$ cat config.mk
export PLATFORM = sky130hd
export DESIGN_NAME = mem_master
export DESIGN_NICKNAME = d
export VERILOG_FILES = /design/src/rtl/mem_master.sv
export SDC_FILE = /design/constraint.sdc
export NUM_CORES = 1
export LEC_CHECK = 0
export ABC_AREA = 1
export CAP_MARGIN = 15
export CELL_PAD_IN_SITES_DETAIL_PLACEMENT = 1
export CELL_PAD_IN_SITES_GLOBAL_PLACEMENT = 1
export CORE_UTILIZATION = 30
export CTS_BUF_LIST = sky130_fd_sc_hd__clkbuf_8
export DETAILED_ROUTE_END_ITERATION = 10
export PLACE_DENSITY = 0.84
export SETUP_SLACK_MARGIN = 0.4
export SYNTH_ARGS = -nofsm -noshare
export SYNTH_HDL_FRONTEND = slang
export SYNTH_SLANG_ARGS = --single-unit
$ cat constraint.sdc
create_clock -name CLK -period 2.4 [get_ports CLK]
set_clock_uncertainty 0.1 [all_clocks]
set_input_delay 0.24 -clock CLK [delete_from_list [all_inputs] [get_ports CLK]]
set_output_delay 0.24 -clock CLK [all_outputs]
set_load 0.01 [all_outputs]
$ cat src/rtl/mem_master.sv
// mem_master: initiator side of the 4096x16 main-memory interface.
// Turns one CPU-control request (fetch / read / write) into a timed sequence
// of address, read-strobe and write-strobe cycles, optionally resolving one
// level of indirection first, and returns the result on a one-cycle strobe.
// Also owns the program counter used for instruction fetches.
//
// Ports:
//   CLK, RST              clock, synchronous active-high reset
//   req_valid/req_ready   request handshake (ready only while IDLE)
//   req_op                00 fetch, 01 read, 10 write, 11 read
//   req_addr, req_ind     operand address, resolve-indirect flag
//   req_wdata             store data
//   rsp_valid             one-cycle result strobe
//   rsp_data, rsp_addr    result data and effective address (held)
//   pc, pc_load, pc_in    program counter and its load port
//   mem_ar, mem_din       memory address / write data (held between strobes)
//   mem_we, mem_re        memory write / read strobes (one cycle each)
//   mem_dout              memory read data, valid RD_LAT cycles after mem_re
//   busy                  high whenever not IDLE
//
// state  | meaning
// -------+-----------------------------------------------------------
// IDLE   | waiting for a request, req_ready high
// IND_RD | read strobe on the pointer address
// IND_WT | waiting RD_LAT cycles for the pointer word
// ACC_RD | read strobe on the effective address
// ACC_WT | waiting RD_LAT cycles for the read data
// ACC_WR | write strobe on the effective address
// RESP   | rsp_valid high for one cycle

module mem_master #(
    parameter int          RD_LAT = 1,
    parameter logic [11:0] PC_RST = 12'h000
) (
    input  logic        CLK,
    input  logic        RST,
    input  logic        req_valid,
    output logic        req_ready,
    input  logic [1:0]  req_op,
    input  logic [11:0] req_addr,
    input  logic        req_ind,
    input  logic [15:0] req_wdata,
    output logic        rsp_valid,
    output logic [15:0] rsp_data,
    output logic [11:0] rsp_addr,
    output logic [11:0] pc,
    input  logic        pc_load,
    input  logic [11:0] pc_in,
    output logic [11:0] mem_ar,
    output logic [15:0] mem_din,
    output logic        mem_we,
    output logic        mem_re,
    input  logic [15:0] mem_dout,
    output logic        busy
);

    typedef enum logic [2:0] {
        IDLE   = 3'd0,
        IND_RD = 3'd1,
        IND_WT = 3'd2,
        ACC_RD = 3'd3,
        ACC_WT = 3'd4,
        ACC_WR = 3'd5,
        RESP   = 3'd6
    } state_t;

    localparam logic [1:0] OP_FETCH = 2'b00;
    localparam logic [1:0] OP_WRITE = 2'b10;
    localparam logic [2:0] LAT_M1   = 3'(RD_LAT - 1);

    state_t      state, state_nx;
    logic [1:0]  op_q, op_nx;
    logic [11:0] addr_q, addr_nx;   // pointer address, then effective address
    logic [15:0] wdata_q, wdata_nx;
    logic [2:0]  cnt, cnt_nx;
    logic [11:0] cap_addr;

    logic        rsp_valid_nx;
    logic [15:0] rsp_data_nx;
    logic [11:0] rsp_addr_nx;
    logic [11:0] pc_nx;
    logic [11:0] mem_ar_nx;
    logic [15:0] mem_din_nx;
    logic        mem_we_nx;
    logic        mem_re_nx;

    assign req_ready = (state == IDLE);
    assign busy      = (state != IDLE);

    always_ff @(posedge CLK) begin
        if (RST) begin
            state     <= IDLE;
            op_q      <= 2'b00;
            addr_q    <= 12'h000;
            wdata_q   <= 16'h0000;
            cnt       <= 3'd0;
            rsp_valid <= 1'b0;
            rsp_data  <= 16'h0000;
            rsp_addr  <= 12'h000;
            pc        <= PC_RST;
            mem_ar    <= 12'h000;
            mem_din   <= 16'h0000;
            mem_we    <= 1'b0;
            mem_re    <= 1'b0;
        end else begin
            state     <= state_nx;
            op_q      <= op_nx;
            addr_q    <= addr_nx;
            wdata_q   <= wdata_nx;
            cnt       <= cnt_nx;
            rsp_valid <= rsp_valid_nx;
            rsp_data  <= rsp_data_nx;
            rsp_addr  <= rsp_addr_nx;
            pc        <= pc_nx;
            mem_ar    <= mem_ar_nx;
            mem_din   <= mem_din_nx;
            mem_we    <= mem_we_nx;
            mem_re    <= mem_re_nx;
        end
    end

    // Outputs are registered, so each strobe is decided on the edge that
    // enters its state: the strobe is high during the *_RD / ACC_WR cycle.
    always_comb begin
        state_nx     = state;
        op_nx        = op_q;
        addr_nx      = addr_q;
        wdata_nx     = wdata_q;
        cnt_nx       = cnt;
        rsp_valid_nx = 1'b0;
        rsp_data_nx  = rsp_data;
        rsp_addr_nx  = rsp_addr;
        pc_nx        = pc;
        mem_ar_nx    = mem_ar;
        mem_din_nx   = mem_din;
        mem_we_nx    = 1'b0;
        mem_re_nx    = 1'b0;
        cap_addr     = (req_op == OP_FETCH) ? pc : req_addr;

        case (state)
            IDLE: begin
                if (req_valid) begin
                    op_nx    = req_op;
                    addr_nx  = cap_addr;
                    wdata_nx = req_wdata;
                    if (req_op != OP_FETCH && req_ind) begin
                        state_nx  = IND_RD;
                        mem_ar_nx = cap_addr;
                        mem_re_nx = 1'b1;
                    end else if (req_op == OP_WRITE) begin
                        state_nx   = ACC_WR;
                        mem_ar_nx  = cap_addr;
                        mem_din_nx = req_wdata;
                        mem_we_nx  = 1'b1;
                    end else begin
                        state_nx  = ACC_RD;
                        mem_ar_nx = cap_addr;
                        mem_re_nx = 1'b1;
                    end
                end
            end
            IND_RD: begin
                state_nx = IND_WT;
                cnt_nx   = LAT_M1;
            end
            IND_WT: begin
                if (cnt == 3'd0) begin
                    addr_nx   = mem_dout[11:0];
                    mem_ar_nx = mem_dout[11:0];
                    if (op_q == OP_WRITE) begin
                        state_nx   = ACC_WR;
                        mem_din_nx = wdata_q;
                        mem_we_nx  = 1'b1;
                    end else begin
                        state_nx  = ACC_RD;
                        mem_re_nx = 1'b1;
                    end
                end else begin
                    cnt_nx = cnt - 3'd1;
                end
            end
            ACC_RD: begin
                state_nx = ACC_WT;
                cnt_nx   = LAT_M1;
            end
            ACC_WT: begin
                if (cnt == 3'd0) begin
                    state_nx     = RESP;
                    rsp_valid_nx = 1'b1;
                    rsp_data_nx  = mem_dout;
                    rsp_addr_nx  = addr_q;
                    if (op_q == OP_FETCH) begin
                        pc_nx = pc + 12'd1;
                    end
                end else begin
                    cnt_nx = cnt - 3'd1;
                end
            end
            ACC_WR: begin
                state_nx     = RESP;
                rsp_valid_nx = 1'b1;
                rsp_data_nx  = wdata_q;
                rsp_addr_nx  = addr_q;
            end
            RESP: begin
                state_nx = IDLE;
            end
            default: begin
                state_nx = IDLE;
            end
        endcase

        // An explicit load always beats the fetch increment.
        if (pc_load) begin
            pc_nx = pc_in;
        end
    end

endmodule

# After elaboration in Yosys (flattened, before gate mapping)
# Index checks and enable logic that the tools add are counted.
# classes
eq_ne	14
n_mux	41
add_sub_neg	2
reduce_logical	22
# ops
operator	n
$mux 12	8
$mux 16	6
$pmux 16 s2	2
$pmux 12 s2	2
$mux 3	7
$pmux 3 s6	1
$reduce_bool 2->1	7
$add 12x1->12 const B	1
$ne 2x2->1 const B	6
$mux 1	11
$reduce_and 3->1	3
$eq 3x2->1 const B	2
$eq 3x3->1 const B	2
$logic_not 3->1	2
$pmux 1 s2	3
$pmux 3 s2	1
$reduce_and 2->1	3
$reduce_and 6->1	1
$eq 2x2->1 const B	2
$logic_not 2->1	2
$reduce_or 2->1	2
$eq 3x1->1 const B	1
$reduce_bool 3->1	1
$sub 3x1->3 const B	1
other kinds (2)	2
# word_totals
reg_bits	95
input_bits	63
output_inout_bits	73

# Logic depth before layout (Yosys ltp)
# Gate-level depths: netlist of the first run.
# depth
depth_word	5
ltp_mapped	12
depth_no_buf	11

# Worst setup path after synthesis of the first run
# Ideal clock, no wire load.
# synth_timing
path_type	flip-flop to flip-flop
startpoint	register cnt[0]
endpoint	register mem_din[10]
setup_slack_ns	0.794
arrival_ns	1.391
synth_period_minus_slack_ns	1.606
path_stages_with_launch	13
cell_sequence	dfxtp_1 > inv_1 > ha_1 > inv_1 > nor2_2 > inv_1 > nor2_4 > nand2_1 > nand2_2 > inv_2 > buf_6 > nor2_1 > nor2_1
# synth_between
elab_chain_cells	3
# synth_lines
element	line_no	text
start: declaration	75	logic [2:0] cnt, cnt_nx;
start signal: assignment	110	cnt <= cnt_nx;
$logic_not 3->1	167	if (cnt == 3'd0) begin
$ne 2x2->1 (no line)	--	
$reduce_and 6->1 (no line)	--	
end signal: assignment	116	mem_din <= mem_din_nx;
end: declaration	50	output logic [15:0] mem_din,
# Every way passes these cells.
# A chain may end at the register's enable or synchronous reset.

# Worst setup path after layout of the first run
# layout_timing
startpoint	register state[1]
endpoint	output busy
# layout_between
elab_chain_cells	1
# layout_lines
element	line_no	text
start: declaration	71	state_t state, state_nx;
start signal: assignment	106	state <= state_nx;
$reduce_bool 3->1	88	assign busy = (state != IDLE);
end: declaration	54	output logic busy
# Every way passes these cells.

==> results of run 1 <==
## synth_stat cells (3+ instances only)
cell type                  count
sky130_fd_sc_hd__buf_4         4
sky130_fd_sc_hd__buf_2        12
sky130_fd_sc_hd__inv_1        42
sky130_fd_sc_hd__o21ai_0     122
sky130_fd_sc_hd__nor2_1      117
sky130_fd_sc_hd__nor2_2        5
sky130_fd_sc_hd__nand3_1      34
sky130_fd_sc_hd__a31oi_1      18
sky130_fd_sc_hd__inv_2         5
sky130_fd_sc_hd__ha_1          3
sky130_fd_sc_hd__dfxtp_1      95
sky130_fd_sc_hd__clkbuf_1     19
sky130_fd_sc_hd__nand2_2       4
sky130_fd_sc_hd__nand4_1       4
sky130_fd_sc_hd__o21ai_1       3
sky130_fd_sc_hd__a21oi_1      35
sky130_fd_sc_hd__nand2_1     103
## report_power, final
| group | internal (uW) | switching [uW] |
|---|---|---|
| Sequential | 2020 | 345 |
| Combinational | 1160 | 1590 |
| Clock | 380 | 618 |
## registers in the layout (all words and copies together) (netlist names)
name and flops:
pc 12, mem_we 1, addr_q 12, rsp_valid 1, cnt 3, state 3
op_q 2, wdata_q 16, mem_din 16, rsp_addr 12, rsp_data 16, mem_re 1
## area by class of cell
class                      count  area (um2)  area share [%]
multi-input combinational    464        2190            35.7
tap                          184         230            3.76
inverter                      48         183            2.99
clock inverter                 6        46.3           0.757
timing repair buffer         146        1450            23.6
sequential                    95        1900            31.1
clock buffer                   9         124            2.03
## worst register-to-register path: cells and delay by family (launching register included)
family	cells	cell delay, ps
adders and majority gates	1	150
buffers and inverters	4	380
DFF	1	320
and+or+nand+nor	6	740
## cells by family (layout without fill, tap and decap cells)
kind of cell | count (synthesis) | count (layout) | synth area share [%]
AND/OR/NAND/NOR | 274 | 274 | 25.9
buffers and inverters | 87 | 209 | 8.39
flip-flops | 95 | 95 | 42.7
multiplexers | 2 | 2 | 0.449
XOR/XNOR | 3 | 3 | 0.590
AO/OA/AOI/OAI | 182 | 182 | 21.2
adder cells (fa/ha/maj) | 3 | 3 | 0.842
## what timing repair did
action,4_1_cts,5_1_grt
setup endpoints to repair,3,28
gates resized for setup,2,3
pin swaps,1,1
setup buffers,0,0
## final timing paths
kind / end / cells past startpoint / slack, ps / from
setup / recovery: busy / 3 / 480 / state[1]
setup reg to reg: mem_din[11] / 11 / 600 / cnt[0]
hold / removal: rsp_data[14] / 3 / 320 / mem_dout[14]
hold reg to reg: wdata_q[2] / 2 / 380 / wdata_q[2]
## stage by stage
stage                     area [um2]  std cells  total power (uW)  utilization, %  hold WS [ps]
after floorplan                 4460        646              3940               -           300
after global placement          5940        937              5100            40.9           355
after detailed placement        5940        937              5160            40.9           364
after CTS                       6110        952              6170            42.1           300
after global routing            6120        952              6590            42.1           324
final                           6120        952              6120            42.1           322
## cells in the final DEF (no fill, tap or decap), types with 9 or more instances in the layout
master                              n
sky130_fd_sc_hd__dfxtp_1           95
sky130_fd_sc_hd__buf_4             10
sky130_fd_sc_hd__nor2_1           117
sky130_fd_sc_hd__nand2_1          103
sky130_fd_sc_hd__clkbuf_8           9
sky130_fd_sc_hd__o21ai_0          122
sky130_fd_sc_hd__inv_1             40
sky130_fd_sc_hd__a21oi_1           35
sky130_fd_sc_hd__nand3_1           34
sky130_fd_sc_hd__clkdlybuf4s50_1  134
sky130_fd_sc_hd__a31oi_1           18
## metal layers
layer	vias to the layer above	global-route usage, %
li1	2364	-
met1	2162	26.4
met2	102	32.6
met3	18	2.79
met4	0	7.30
met5	-	0
==> impl_summary.md, run 1 <==
Clocking
The TritonCTS clock tree is yes. The largest buffer count on any clock path is 2. The number of buffers inserted by hold repair at cts is 0. The insertion delay of the later-clocked pin in the worst-skew pair is 380 ps. The clock sink count is 95. The number of clock buffers added by TritonCTS is 9. The level count of the clock H-tree is 3. Clock-pin slew was measured on the worst setup and hold paths at 100 ps. CTS placed an instance of sky130_fd_sc_hd__clkbuf_8 at the clock tree root.

GRT
The global-route wire length before repair is 23400 um. The initial antenna violation count came to 0. The global-route usage over all layers is 19.9%. The number of global-route vias before repair came to 4493. Entering global routing, the biggest net connects 81 pins. Summed over all layers, the global routing overflow is 0.

Drt
The via density per instance is 4.88. The final antenna-violating net count is 0. The initial detailed-routing violation count is 239.

The total length of routed wires is 14900 um. For this run, design rule violations remaining after detail routing come to 0. In this run the top signal layer used is met4. The routed length on met1 is 7040 um. The final route contains 4646 vias.

The first detailed-routing pass ran for 4 iterations. The detailed-routed wire length on met3 is 617 um. The detailed-route wire length per cell is 15.6 um.

Summed over all nets, wire length on met2 after detailed routing comes to 6960 um.

Worst setup path
The number of buffers and inverters on the critical path is 2. The kind of critical path is reg -> out. Data on the critical path is required at its endpoint by 2060 ps. The critical path goes through inv_1 > nand2_2 > clkdlybuf4s50_1. The standard cell with the maximum stage delay on the critical path is sky130_fd_sc_hd__clkdlybuf4s50_1. The worst setup path is launched from a flop.

Of all nets on the critical path, the largest fanout is 4. STA puts the critical path data arrival time at 1580 ps. On the worst path, the slowest cell contributes a delay of 550 ps. The worst setup path is captured at an output port. Grouping stages by cell kind, the critical path spends the most delay in buffers and inverters.

Layout
Cells with a size suffix above 1 make up 6.25% of the layout. The filler cells instantiated in the layout total 1875. The final layout contains 830 nets. From synthesis to final layout, the design area changed by 37.2%.

0 antenna diodes ended up in the layout.

Timing
The setup slack after layout is 485 ps. The count of pins over their slew limit is 0. Setup repair after global routing left no endpoint under its margin. The hold violation count in the final report is 0.

Of the available clock period, the critical path in the final layout requires 79.8%. Summed over all failing endpoints, the final setup total negative slack is 0 ps. The post-layout minimum cycle time is 1920 ps. The maximum achievable frequency is 522 MHz.

Setup violations remaining at the end of the flow were counted as 0. The worst max-slew margin expressed relative to the limit is 61.0%. For the pin with the worst max-slew slack, the measured transition is 583 ps.

Floorplan
Measured along the x axis, the die boundary spans 124 um. The core region area is 14500 um2. The die span in y is 124 um.

The placement row count is 44. The area of the die is 15300 um2. The number of top-level design ports is 136.

The effective utilization at floorplan is 30.7%.

Synth
Synthesis produced 646 cells. Ranked by total cell area, the synthesized netlist is headed by sky130_fd_sc_hd__dfxtp_1 43%, sky130_fd_sc_hd__o21ai_0 14%, sky130_fd_sc_hd__nor2_1 9.9%, sky130_fd_sc_hd__nand2_1 8.7%, sky130_fd_sc_hd__a21oi_1 3.9%. The share of the synthesized area in the top cell type is 42.7%. sky130_fd_sc_hd__dfxtp_1 takes more of the synthesized area than any other cell. A synthesized cell averages 6.90 um2. In this run, synthesis produced a sequential element count of 95. Yosys printed 0 warnings.

The post-synthesis net count is 712. Counting flops with an async set or reset pin after synthesis yields a share of 0%. The most used flip-flop cell after synthesis is sky130_fd_sc_hd__dfxtp_1. After synthesis, flip-flops and latches occupy 42.7% of the total area. The unique cell type count in the Yosys netlist is 32. The netlist area before placement is 4460 um2. The count of flip-flops with a built-in enable after synthesis is 0.

Pwr
The static leakage power is 0.00240 uW. Dividing total power by cell area gives a power density of 1000 nW/um2. The worst vdd rail ir drop is 0.376 mV.

Place
Routability-driven placement finished with a final weighted congestion of 0.856. Prior to clock tree synthesis, the placed netlist has a worst setup slack of 325 ps. Input and output buffers added on the ports amount to 135. The HPWL reported at the end of detailed placement is 10900 um.

Outcome
The flow ran to the end, and the final reports show no timing, DRC or antenna violations.

Hold path
The min-delay analysis places its worst path in the category in -> reg.

Flow run
The max capacitance violation total is 0.
No activity file was read; power rests on OpenSTA's default activity.
==> inputs of run 2 (changes only) <==
==> constraint.sdc (replaced) <==
create_clock -name CLK -period 1.8 [get_ports CLK]
set_clock_uncertainty 0.1 [all_clocks]
set_input_delay 0.18 -clock CLK [delete_from_list [all_inputs] [get_ports CLK]]
set_output_delay 0.18 -clock CLK [all_outputs]
set_load 0.01 [all_outputs]
==> run 2 against run 1 <==
  * Clock power is 55% higher
  * Combinational power is 130% higher
  * Setup slack worse by 460 ps
  * Utilization is 9.9 points higher
  * Critical path type is now reg -> reg
  * Critical endpoint is now pc[10]
  * Highest routed layer unchanged
==> impl_summary.md, run 2 (synthesis results as in run 1) <==
Timing
The count of pins over their slew limit came to 0. Setup repair after global routing could not meet its margin everywhere. The hold violation count in the final report is 0. The final period utilization is 98.7%. The slew at the pin closest to its max-slew limit is 514 ps. The post-layout minimum cycle time is 1780 ps.

The accumulated negative setup slack is 0 ps. The worst pin sits at a relative slew slack of 65.5%. The number of setup violations in the final report is 0.

The maximum achievable frequency is 563 MHz.

Layout
The count of filler cells inserted in the layout is 1734. Once layout is complete, the cells apart from fillers number 1007. The footprint of the flip-flops and latches is 1940 um2. In the final layout, the registers with the most flip-flops are mem_din: 16 flops, rsp_data: 16 flops, wdata_q: 16 flops. The number of nets in the finished design is 884. In the layout the commonest cells are 92 x sky130_fd_sc_hd__nand2_1, 85 x sky130_fd_sc_hd__nor2_1, 74 x sky130_fd_sc_hd__dfxtp_1. Of the cells placed in the final design, the portion with a size suffix greater than 1 is 27.7%. The final antenna diode count is 0. The library cell used most frequently in the layout, excluding fill and tap cells, is sky130_fd_sc_hd__nand2_1. The area growth from synthesis to layout is 69.7%.

The multi-input combinational cells in the finished layout cover a total of 2860 um2.

Worst setup path
STA puts the critical path data arrival time at 2000 ps. The worst reg2reg path startpoint is cnt[1]. Setup slack on the worst reg-to-reg path comes out at 20 ps.

In this run the critical register-to-register path is captured at pc[10]. The kind of critical path is reg -> reg. The largest fanout on the critical path is 8.

The worst setup path is captured at a flop. The logic depth of the worst register-to-register path is 10. For the worst setup path, the data required time is 2020 ps. The worst setup path is launched from a flop.

GRT
The global-route wire length before repair is 27000 um. The final global-route overflow total is 0. The global-route usage over all layers is 23.4%. The initial antenna violation count is 0. The number of global-route vias before repair came to 5069. Entering global routing, the biggest net connects 36 pins.

Hold path
The path class of the tightest hold or removal check is in -> reg. The cell count of the worst hold path is 3. The startpoint identified for the worst hold timing path is mem_dout[15]. For hold timing, the worst endpoint is rsp_data[15].

Flow run
The tool flagged a number of max-cap violations equal to 0.

Floorplan
The floorplan step defined a die boundary enclosing 15300 um2. The core region area is 14500 um2. The placement row count is 44. The number of top-level design ports is 136. The die span in y is 124 um.

The effective utilization at floorplan is 30.7%. From left edge to right edge, the die measures 124 um.

Outcome
The flow ran to the end, and the final reports show no timing, DRC or antenna violations.

Clocking
At the later pin of the worst-skew pair, clock insertion delay measures 400 ps. The clock sink count is 95. The H-tree generated during clock tree synthesis spans 3 levels. The TritonCTS clock tree is yes. The clock-pin transition on the worst setup and hold timing paths is 120 ps. Clock tree synthesis selected as its root buffer the cell sky130_fd_sc_hd__clkbuf_8. The number of buffers inserted by hold repair at cts is 0. The clock passes through at most 2 buffers.

The clock buffer count from CTS is 9.

Drt
The first detailed-routing pass took 4 iterations. The final antenna-violating net count is 0. In this run, the number of DRC markers left after iteration 0 of detailed routing was 370.

The total length of routed wires is 21100 um. After detailed routing, the average wire length per cell comes to 21.0 um. In the routed design, unresolved DRC markers number 0. The via density per instance is 5.35.

The routed layout has 5384 vias.

Pwr
The power density over cell area is 1480 nW/um2. For this design the static power due to leakage is 0.00323 uW. The worst vdd rail ir drop is 0.616 mV. The power consumption is 11200 uW.

Place
The HPWL reported at the end of detailed placement is 11200 um. The number of cells after detailed placement is 946. At the end of routability-driven placement, the weighted congestion stood at 0.837. The number of input and output port buffers inserted is 135.
==> run 2: changes by cell type in the layout (fill, tap and decap cells not counted), sizes merged <==
cell / change
clkdlybuf4s50: -72
nand3: +1
dlygate4sd2: +66
buf: +51
clkinvlp: -1
clkinv: +1
clkbuf: +3
bufbuf: +1
inv: +2
clkdlybuf4s15: +3
==> run 2: repair_timing <==
| item | CTS | global route |
|---|---|---|
| gates resized for setup | 222 | 143 |
| endpoints found under the setup margin | 166 | 102 |
| pin swaps | 25 | 38 |
| gates cloned | 9 | 4 |
| setup buffers | 13 | 19 |
==> run 2: through the flow <==
stage          worst slack [ps]  cell area (um2)  utilization, %  hold slack [ps]
3_5_place_dp               63.1             6100            41.9              362
4_1_cts                     163             6860            47.2              252
3_3_place_gp               79.0             6100            41.9              354
2_1_floorplan               241             4510               -              240
5_1_grt                   -41.1             7560            52.0              289
6_report                   24.1             7560            52.0              264
==> run 2: metal layers <==
metal,track usage [%],part of all wire [%],vias up
li1,-,-,2487
met1,27.9,40,2617
met2,40.1,49,206
met3,3.80,4.6,74
met4,12.9,6.2,0
met5,0,0,-
==> run 2: worst max path at each step <==
stage / start / end / slack [ps] / cells past startpoint
after floorplan: cnt[1] / mem_din[10] / 240 / 12
after global placement: req_op[1] / addr_q[6] / 80 / 8
after detailed placement: req_op[1] / addr_q[6] / 60 / 8
after CTS: state[0] / req_ready / 160 / 4
after global routing: cnt[1] / mem_din[9] / -40 / 11
final: cnt[1] / pc[10] / 20 / 10
==> run 2: report_power, final <==
group	internal [uW]	total (uW)	switching (uW)
Sequential	2740	3380	644
Combinational	2860	6280	3420
Clock	553	1550	994
Total	6150	11200	5060
==> run 2: final cells by class <==
class / count / area share [%]
Sequential cell: 95 / 25.7
Multi-Input combinational cell: 465 / 37.8
Inverter: 48 / 2.91
Timing Repair Buffer: 198 / 27.8
Tap cell: 184 / 3.04
Timing Repair inverter: 1 / 0.149
Clock buffer: 9 / 1.64
Clock inverter: 7 / 0.960
==> run 2: critical path, stage by stage, from the launching register on <==
cell,delay [ps]
sky130_fd_sc_hd__dfxtp_2,340
sky130_fd_sc_hd__inv_2,80
sky130_fd_sc_hd__ha_4,140
sky130_fd_sc_hd__inv_2,40
sky130_fd_sc_hd__nor2_4,190
sky130_fd_sc_hd__inv_4,80
sky130_fd_sc_hd__nand2_2,130
sky130_fd_sc_hd__nand3_2,200
sky130_fd_sc_hd__nor2_1,180
sky130_fd_sc_hd__nand2_1,70
sky130_fd_sc_hd__a21oi_1,140
==> inputs of run 3 (changes only) <==
--- a/config.mk
+++ b/config.mk
@@ -9,10 +9,10 @@
 export CAP_MARGIN = 15
 export CELL_PAD_IN_SITES_DETAIL_PLACEMENT = 1
 export CELL_PAD_IN_SITES_GLOBAL_PLACEMENT = 1
-export CORE_UTILIZATION = 30
+export CORE_UTILIZATION = 34
 export CTS_BUF_LIST = sky130_fd_sc_hd__clkbuf_8
 export DETAILED_ROUTE_END_ITERATION = 10
-export PLACE_DENSITY = 0.84
+export PLACE_DENSITY = 0.92
 export SETUP_SLACK_MARGIN = 0.4
 export SYNTH_ARGS = -nofsm -noshare
 export SYNTH_HDL_FRONTEND = slang
==> run 3 against run 2 <==
  * The flow now finishes with violations (negative setup slack)
  * Total power rose by 14%
  * Hold slack gained 14 ps
  * Sequential power increased by 4%
  * Utilization rose by 12 points
  * Fmax decreased by 7.0%
  * First-iteration DRC count is 56% higher
  * Global-route usage rose by 9.0 points
  * Combinational power is 21% higher
  * Clock power grew 9%
  * Register-to-register slack worse by 130 ps
==> impl_summary.md, run 3 (synthesis results as in run 1) <==
Outcome
The run finished, with violations left. The final reports fail on negative setup slack.

Worst setup path
The launch point of the critical path is cnt[1]. The largest fanout on the critical path is 8. The kind of critical path is reg -> reg. In this run the critical register-to-register path is launched from cnt[1]. For the worst flop-to-flop path, the logic depth is 12. The worst setup path is captured at a flop. STA puts the critical path data arrival time at 2140 ps. The worst setup path is launched from a flop. For flop-to-flop paths, the worst setup slack is -110 ps. The endpoint identified for the worst register-to-register timing path is mem_din[4]. At the worst endpoint, the required time is 2030 ps. The timing endpoint of the critical path is mem_din[4].

Pwr
The worst vdd rail ir drop is 0.699 mV. The power density over cell area is 1580 nW/um2. After layout, the design draws a total of 12800 uW. The static leakage power is 0.00335 uW.

GRT
Global routing finished with a remaining overflow of 0. The initial antenna violation count was 0. Entering global routing, the biggest net connects 81 pins. The met2 demand-to-capacity share in global routing is 57.1%. For this run, global-route usage on met1 was measured as 36.3%. The global-route usage over all layers is 32.5%. The number of global-route vias before repair came to 5942. Global routing used 5.50% of the available met3 tracks. The first global-routing pass estimated 33000 um of wire. The routing layer with the top usage in global route is met2.

Clocking
The clock sink count is 95. The buffer cell driving the clock tree root is sky130_fd_sc_hd__clkbuf_8. The insertion delay of the later-clocked pin in the worst-skew pair is 410 ps. After clock tree synthesis, the clock-pin slew on the worst setup and hold paths is 120 ps. TritonCTS created 9 clock buffers. The number of buffers inserted by hold repair at cts is 0.

The level count of the clock H-tree is 3. No sink is reached through more buffers than the 2 on the longest clock path. The TritonCTS clock tree is yes.

Timing
The hold violation count in the final report is 0. The routed design could run at a clock period as short as 1910 ps. Setup repair after global routing could not meet its margin everywhere. At the pin with the least slew margin, the transition time is 657 ps. Across all setup checks in the final design, the least slack found is -109 ps. The final period utilization is 106%. The worst max-slew margin expressed relative to the limit is 56.2%. Setup violations remaining at the end of the flow were counted as 19.

The accumulated negative setup slack is -716 ps. The maximum achievable frequency is 524 MHz. The count of pins over their slew limit is 0.

Drt
In this run the remaining antenna-violating nets after routing total 0. The final routed DRC violation total is 0. For this block, the via count after detailed routing is 6150. The initial detailed-routing violation count is 577. The detailed-router iteration count before antenna repair is 5. In the final routed layout, each cell accounts on average for 28.2 um. The total length of routed wires is 28200 um. The via density per instance is 6.13.

Floorplan
The core region area is 12700 um2. The area of the die is 13600 um2. The die width is 116 um.

The number of top-level design ports is 136. The initial utilization of the core area, before any placement, comes to 35.0%. The die span in y is 116 um. The placement row count is 41.

Hold path
The tightest min-delay check is of the in -> reg type.

Layout
The library cell used most frequently in the layout, excluding fill and tap cells, is sky130_fd_sc_hd__nand2_1. 0 antenna diodes ended up in the layout. The area growth from synthesis to layout is 81.5%.

In the final design database the tool counted 892 nets. The share of final-layout standard cells stronger than drive strength 1 is 35.6%. Leaving out fill and tap cells, the most frequent cells in the layout are 96 x sky130_fd_sc_hd__nand2_1, 78 x sky130_fd_sc_hd__nor2_1, 70 x sky130_fd_sc_hd__dlygate4sd2_1. The largest registers in the layout are mem_din: 16 flops, rsp_data: 16 flops, wdata_q: 16 flops.

Place
The HPWL reported at the end of detailed placement is 11800 um. The final weighted congestion in routability-driven placement is 0.835. The worst-case setup slack after placement is 15.1 ps.

Buffers placed on the I/O ports in this run total 135.

Flow run
The max capacitance violation total is 0.
-- run 3: cell count changes in the layout (fill, tap and decap cells not counted), moves of 7 or more --
cell	delta
sky130_fd_sc_hd__a21oi_4	+9
sky130_fd_sc_hd__nor2_4	-7
sky130_fd_sc_hd__o21ai_1	-15
sky130_fd_sc_hd__nor2_2	+14
sky130_fd_sc_hd__a21oi_1	-24
sky130_fd_sc_hd__o21ai_2	+15
sky130_fd_sc_hd__dfxtp_1	-8
sky130_fd_sc_hd__nor2_1	-7
sky130_fd_sc_hd__a21oi_2	+15
-- run 3: worst max-delay path, stage by stage (launching register included) --
cell                      delay, ps
sky130_fd_sc_hd__dfxtp_2        350
sky130_fd_sc_hd__inv_2           80
sky130_fd_sc_hd__ha_4           140
sky130_fd_sc_hd__inv_2           40
sky130_fd_sc_hd__nor2_4         130
sky130_fd_sc_hd__inv_4           70
sky130_fd_sc_hd__nor2_4         140
sky130_fd_sc_hd__buf_4          140
sky130_fd_sc_hd__nand2_4         60
sky130_fd_sc_hd__nand2_8        160
sky130_fd_sc_hd__buf_12         160
sky130_fd_sc_hd__o21ai_2         60
sky130_fd_sc_hd__nor2_1         200
-- run 3: area by class of cell --
class	count	area (um2)
Timing Repair inverter	5	71.3
Clock buffer	9	124
Fill cell	1478	4630
Tap cell	172	215
Timing Repair Buffer	202	2200
Clock inverter	7	97.6
Multi-Input combinational cell	465	3190
Sequential cell	95	1960
Inverter	48	230
-- run 3: power breakdown --
part           switching [uW]  leakage (uW)  internal (uW)  total, uW
Sequential                766      0.000791           2760       3520
Combinational            4320       0.00245           3260       7580
Clock                    1000      0.000113            693       1690
-- run 3: worst min path at each step --
| stage | from | end | slack [ps] | cells after the start |
|---|---|---|---|---|
| after global routing | mem_dout[15] | rsp_data[15] | 260 | 3 |
| final | mem_dout[15] | rsp_data[15] | 280 | 3 |
| after global placement | wdata_q[9] | wdata_q[9] | 360 | 2 |
| after CTS | mem_dout[15] | rsp_data[15] | 260 | 3 |
| after floorplan | mem_dout[13] | rsp_data[13] | 240 | 2 |
| after detailed placement | wdata_q[0] | wdata_q[0] | 370 | 2 |
-- run 3: through the flow --
stage                     area (um2)  hold WS (ps)  std cells  utilization, %
after floorplan                 4510           240        646               -
after global placement          6030           359        930            47.4
after detailed placement        6030           369        930            47.4
after CTS                       7020           260        980            55.2
after global routing            8090           261       1003            63.6
final                           8090           278       1003            63.6
-- run 3: routing by layer --
metal | vias to the layer above | wire [um] | share of wire (%)
met5 | - | 0 | 0
met1 | 2998 | 10100 | 36
li1 | 2496 | - | -
met4 | 0 | 2450 | 8.7
met2 | 475 | 13600 | 48
met3 | 181 | 2170 | 7.7
-- run 3: timing repair --
item	4_1_cts	5_1_grt
cloned	9	7
resized for setup	267	191
endpoints found under the setup margin	166	101
hold endpoints to repair	0	0
pin swaps	36	52
buffers inserted	25	16
